===== config.mk =====
export PLATFORM = sky130hd
export DESIGN_NAME = dma_read_engine
export DESIGN_NICKNAME = d
export VERILOG_FILES = /design/src/rtl/accel_pkg.sv /design/src/rtl/line_packer.sv /design/src/rtl/dma_read_engine.sv
export SDC_FILE = /design/constraint.sdc
export NUM_CORES = 1
export LEC_CHECK = 0
export BUFFER_PORTS_ARGS = -buffer_cell sky130_fd_sc_hd__buf_2
export CAP_MARGIN = 10
export CORE_MARGIN = 2
export CORE_UTILIZATION = 53
export CTS_BUF_LIST = sky130_fd_sc_hd__clkbuf_4 sky130_fd_sc_hd__clkbuf_8 sky130_fd_sc_hd__clkbuf_16
export DETAILED_ROUTE_END_ITERATION = 8
export PLACE_DENSITY = 0.81
export SETUP_SLACK_MARGIN = 0.4
export SYNTH_ARGS = -nofsm -noshare
export SYNTH_HDL_FRONTEND = slang
export SYNTH_HIERARCHICAL = 1
export SYNTH_SLANG_ARGS = --single-unit

===== constraint.sdc =====
create_clock -name clk -period 3.2 [get_ports clk]
set_clock_uncertainty 0.15 [all_clocks]
set_input_delay 0.64 -clock clk [delete_from_list [all_inputs] [get_ports clk]]
set_output_delay 0.64 -clock clk [all_outputs]
set_load 0.02 [all_outputs]

===== src/rtl/accel_pkg.sv =====
`default_nettype none
// ============================================================================
// Module : accel_pkg
// Brief  : Shared constants and types for the matrix accelerator datapath.
// Rev    : 1.0  initial release
// ============================================================================
package accel_pkg;

    localparam int WORD_W = 32;
    localparam int LINE_W = 256;
    localparam int WORDS  = LINE_W / WORD_W;

    typedef enum logic [2:0] {
        ST_IDLE = 3'd0,
        ST_REQ  = 3'd1,
        ST_WAIT = 3'd2,
        ST_PUSH = 3'd3,
        ST_DONE = 3'd4
    } dma_rd_state_t;

endpackage
`default_nettype wire


===== src/rtl/line_packer.sv =====
`default_nettype none
// ============================================================================
// Module : line_packer
// Brief  : Collects bus words into one line register, word 0 in the LSBs.
// Rev    : 1.0  initial release
// ============================================================================
module line_packer #(
    parameter int WORD_W = 32,
    parameter int LINE_W = 256,
    parameter int SLOT_W = 3
) (
    input  logic              clk,
    input  logic              rstn,
    input  logic              wr_en,
    input  logic [SLOT_W-1:0] slot,
    input  logic [WORD_W-1:0] wdata,
    output logic [LINE_W-1:0] line
);

    localparam int WORDS = LINE_W / WORD_W;

    logic [WORDS-1:0] slot_we;

    generate
        for (genvar i = 0; i < WORDS; i++) begin : g_dec
            assign slot_we[i] = wr_en && (slot == SLOT_W'(i));
        end
    endgenerate

    always_ff @(posedge clk or negedge rstn) begin
        if (!rstn) begin
            line <= '0;
        end else begin
            for (int i = 0; i < WORDS; i++) begin
                if (slot_we[i]) begin
                    line[i*WORD_W +: WORD_W] <= wdata;
                end
            end
        end
    end

endmodule
`default_nettype wire


===== src/rtl/dma_read_engine.sv =====
`default_nettype none
// ============================================================================
// Module : dma_read_engine
// Brief  : Single-outstanding word reader that packs words into lines.
// Rev    : 1.0  initial release
// ============================================================================
module dma_read_engine #(
    parameter int ADDR_W = 32,
    parameter int WORD_W = accel_pkg::WORD_W,
    parameter int LINE_W = accel_pkg::LINE_W,
    parameter int LEN_W  = 16
) (
    input  logic              clk,
    input  logic              rstn,
    input  logic              dma_start,
    input  logic [ADDR_W-1:0] dma_addr,
    input  logic [LEN_W-1:0]  dma_len,
    output logic              dma_busy,
    output logic              dma_done,
    output logic [LINE_W-1:0] dma_data,
    output logic              dma_valid,
    input  logic              dma_ready,
    output logic              m_rd_req,
    output logic [ADDR_W-1:0] m_rd_addr,
    input  logic              m_rd_ack,
    input  logic              m_rd_rvalid,
    input  logic [WORD_W-1:0] m_rd_rdata
);

    import accel_pkg::*;

    localparam int WORDS_PER_LINE = LINE_W / WORD_W;
    localparam int CNT_W          = (WORDS_PER_LINE > 1) ? $clog2(WORDS_PER_LINE) : 1;

    dma_rd_state_t     state;
    dma_rd_state_t     state_nx;
    logic [ADDR_W-1:0] addr_q;
    logic [LEN_W-1:0]  len_q;
    logic [CNT_W-1:0]  word_cnt;
    logic [LEN_W-1:0]  line_cnt;
    logic              busy_q;

    logic start_ok;
    logic word_fire;
    logic last_word;
    logic line_fire;
    logic last_line;
    logic unused_addr_bits;

    // Byte offset within the first word is discarded at latch time.
    assign unused_addr_bits = ^dma_addr[1:0];

    assign start_ok  = (state == ST_IDLE) && dma_start;
    // Data arriving together with the ack is taken as if already in WAIT.
    assign word_fire = m_rd_rvalid &&
                       ((state == ST_WAIT) || ((state == ST_REQ) && m_rd_ack));
    assign last_word = (word_cnt == CNT_W'(WORDS_PER_LINE - 1));
    assign line_fire = (state == ST_PUSH) && dma_ready;
    assign last_line = ((line_cnt + LEN_W'(1)) == len_q);

    always_ff @(posedge clk or negedge rstn) begin
        if (!rstn) begin
            state <= ST_IDLE;
        end else begin
            state <= state_nx;
        end
    end

    always_comb begin
        state_nx  = state;
        m_rd_req  = 1'b0;
        dma_valid = 1'b0;
        dma_done  = 1'b0;
        case (state)
            ST_IDLE: begin
                if (dma_start) begin
                    state_nx = (dma_len == '0) ? ST_DONE : ST_REQ;
                end
            end
            ST_REQ: begin
                m_rd_req = 1'b1;
                if (word_fire) begin
                    state_nx = last_word ? ST_PUSH : ST_REQ;
                end else if (m_rd_ack) begin
                    state_nx = ST_WAIT;
                end
            end
            ST_WAIT: begin
                if (word_fire) begin
                    state_nx = last_word ? ST_PUSH : ST_REQ;
                end
            end
            ST_PUSH: begin
                dma_valid = 1'b1;
                if (dma_ready) begin
                    state_nx = last_line ? ST_DONE : ST_REQ;
                end
            end
            ST_DONE: begin
                dma_done = 1'b1;
                state_nx = ST_IDLE;
            end
            default: begin
                state_nx = ST_IDLE;
            end
        endcase
    end

    always_ff @(posedge clk or negedge rstn) begin
        if (!rstn) begin
            addr_q   <= '0;
            len_q    <= '0;
            word_cnt <= '0;
            line_cnt <= '0;
            busy_q   <= 1'b0;
        end else begin
            if (start_ok) begin
                busy_q <= 1'b1;
            end else if (state == ST_DONE) begin
                busy_q <= 1'b0;
            end

            if (start_ok && (dma_len != '0)) begin
                addr_q   <= {dma_addr[ADDR_W-1:2], 2'b00};
                len_q    <= dma_len;
                word_cnt <= '0;
                line_cnt <= '0;
            end

            if (word_fire) begin
                addr_q <= addr_q + ADDR_W'(4);
                if (!last_word) begin
                    word_cnt <= word_cnt + CNT_W'(1);
                end
            end

            if (line_fire) begin
                line_cnt <= line_cnt + LEN_W'(1);
                word_cnt <= '0;
            end
        end
    end

    assign m_rd_addr = addr_q;
    assign dma_busy  = busy_q;

    line_packer #(
        .WORD_W (WORD_W),
        .LINE_W (LINE_W),
        .SLOT_W (CNT_W)
    ) u_packer (
        .clk   (clk),
        .rstn  (rstn),
        .wr_en (word_fire),
        .slot  (word_cnt),
        .wdata (m_rd_rdata),
        .line  (dma_data)
    );

endmodule
`default_nettype wire


==> summary.md <==
| Metric | Value |
|---|---|
| Status | complete, no violations |
| Synth Cell Area | 0.0137 mm2 |
| Number of diodes | 0 |
| Placer Congestion | 0.903 |
| Area grow syn2layout | 24.8% |
| Fmax | 388 MHz |
| Nets | 1504 |
| Flops & latches, synth | 325 |
| Clock sink count | 325 |
| Post-CTS Setup Inserts | 0 |
| I/O pin cnt | around 380 |
| Cell accounting for the most synthesized area | dfrtp_1 |
| P per Cell Area | 916 mW/mm2 |
| RSZ-0062 raised after global routing | false |
| Post-DR wirelength/cell | about 21 um |
| Worst setup EP type | primary output |
| Slack of the critical path | 621 ps |
| Max Cap Viol | 0 |
| Slew Viols, Final | 0 |
| Final worst-path cycle share | 0.806 |
| Layout cell share with drive strength beyond 1 | 0.506 |
| Clock buffer depth | 3 |
| Yosys warns | 6 |
| Library cells used by synthesis | 70 |
| Die H | ~160 um |
| Slew headroom | 0.507 |
| Final setup TNS | 0 ps |
| Via count | 10121 |
| Sequential fraction of the synthesis area | 0.593 |
| Min-Delay Path Class | in -> reg |
| Post-synth EDFFs | 0 |
| Final count of hold timing violations | 0 |
| Yosys top cell area share | 0.593 |
| Worst hold margin | 201 ps |
| H-tree depth | 2 |
| Gr ovfl total | 0 |
| First-pass GRT wire length | ~57000 um |
| Vias in the first global route | 10324 |
| CP startpoint kind | register |
| Reg2Reg Depth | 7 |
| I/O Buffers | 373 |
| Ys async rst share | 1.00 |
| Pin count of the biggest net entering global routing | 66 |
| Setup-failing EPs final | 0 |
| Row Count | 58 |
| Post-Synthesis Cells | 1032 |
| Initial core utilization | 0.541 |
| Die area | around 0.027 mm2 |
| Reg clk slew, reported paths | 60 ps |
| Core region area | 0.0253 mm2 |
| Clk root buf | clkbuf_16 |
| Post-route DRC | 0 |
| Total CTS buffers | 34 |
| Die W | roughly 160 um |
| Worst Tran Pin Value | 738 ps |
| Top FF cell, synth | dfrtp_1 |
| Layout Utilization | 0.676 |
| CTS tree | built |
| Arr. time, crit path | 1790 ps |
| Pre-CTS WS | 479 ps |
| Worst VDD drop | approximately 550 uV |
| Top-count cell post-synth | dfrtp_1 |
| Final antenna-violating net count | 0 |
| CP max FO | 9 |
| Post-synth top cells | dfrtp_1, mux2_2, nand2_1 |
| Hold path depth | 3 |
| Pre-Repair DR Iteration Count | 5 |
| First-iteration detailed-routing DRC count | 602 |
| Top post-synthesis cells by area | dfrtp_1, mux2_2, nand2_1 |
| Worst EP required | 2410 ps |
| Vias per cell | ~5.7 |
| PnR Total Power | around 16000 uW |
| Syn Area/Cell | 13.3 um2 |
| Final WL | 37100 um |
| Worst skew pair latency | 500 ps |
| All-Layer GR Usage | 0.270 |
| Leak Pwr | 0.00893 uW |
| Antenna violations before repair | 1 |
| Final Critical Period | 2580 ps |
| CP Class | reg -> out |
| Final HPWL DP | 25800 um |
## report_power, final
part | switching (uW) | leakage [uW] | internal [uW]
Sequential | 924 | 0.00425 | 5360
Clock | 1580 | 0.000562 | 2410
Combinational | 3260 | 0.00412 | 2130
## area by class of cell
| class | count | area (um2) |
|---|---|---|
| flip-flops and latches | 325 | 8130 |
| fillers | 1823 | 8210 |
| inverters | 7 | 26.3 |
| well taps | 330 | 413 |
| clock buffers | 45 | 982 |
| clock inverters | 13 | 159 |
| multi-input cells | 640 | 5220 |
| repair buffers | 406 | 2190 |
## layer usage
layer | vias up | share of wire | track usage | wire length, um
met5 | - | 0.00030 | 0 | 11
met3 | 74 | 0.079 | 0.0673 | 2930
met4 | 2 | 0.027 | 0.0791 | 990
met2 | 457 | 0.51 | 0.475 | 18800
li1 | 4487 | - | - | -
met1 | 5101 | 0.39 | 0.331 | 14400
## state kept, by name, indices dropped and copies added (netlist names)
name and count:
word_cnt 3, line_cnt 16, state 3, len_q 16
u_packer/line 256, dma_busy 1, m_rd_addr 30
## worst paths after layout
check / from / to / slack (ps)
max in group asynchronous: rstn / u_packer/line[24] / 1400
min: dma_addr[22] / m_rd_addr[22] / 200
min reg2reg: u_packer/line[20] / u_packer/line[20] / 340
max: state[0] / m_rd_req / 620
max reg2reg: line_cnt[0] / state[0] / 620
min in group asynchronous: rstn / m_rd_addr[12] / 510
## what timing repair did
| item | in CTS | in global routing |
|---|---|---|
| hold buffers | 1 | 0 |
| resized for setup | 0 | 2 |
| setup endpoints to repair | 0 | 2 |
| hold endpoints to repair | 56 | 0 |
## cells by family (layout without fill, tap and decap cells)
| logic type | Yosys count | count (layout) | share of synthesized area |
|---|---|---|---|
| other cells | 1 | 2 | 0.000273 |
| mux | 258 | 258 | 0.212 |
| simple gates | 233 | 233 | 0.0884 |
| fa+ha+maj | 4 | 4 | 0.00365 |
| xor+xnor | 20 | 20 | 0.0128 |
| flops | 325 | 325 | 0.593 |
| buf+inv | 68 | 471 | 0.0293 |
| compound gates | 123 | 123 | 0.0608 |
## per-stage QoR
stage / instances / area (um2)
after global routing: 1766 / 17100
after CTS: 1766 / 17100
final: 1766 / 17100
after detailed placement: 1707 / 16000
after floorplan: 1033 / 13700
after global placement: 1707 / 16000
## critical path, stage by stage, from the launching register on
cell and delay [ps]:
dfrtp_1 520, inv_1 140, nor3_1 380, buf_2 250
## layout by cell type (no fill, tap or decap), types with 4 or more instances in the layout
cell type,n
a211oi_1,15
a21oi_1,21
a311oi_1,11
and2_1,8
and3_1,6
and4_1,4
buf_12,5
buf_2,372
buf_4,27
clkbuf_16,35
clkbuf_4,5
clkbuf_8,5
clkinv_2,4
dfrtp_1,325
inv_1,6
mux2_1,13
mux2_2,244
nand2_1,85
nand3_1,16
nand4_1,12
nand4b_1,5
nor2_1,48
nor3_1,14
nor4_1,6
o211ai_1,7
o21ai_0,31
o311ai_0,4
o31ai_1,6
xnor2_1,11
xor2_1,9
Power figures use the tool's default switching activity.
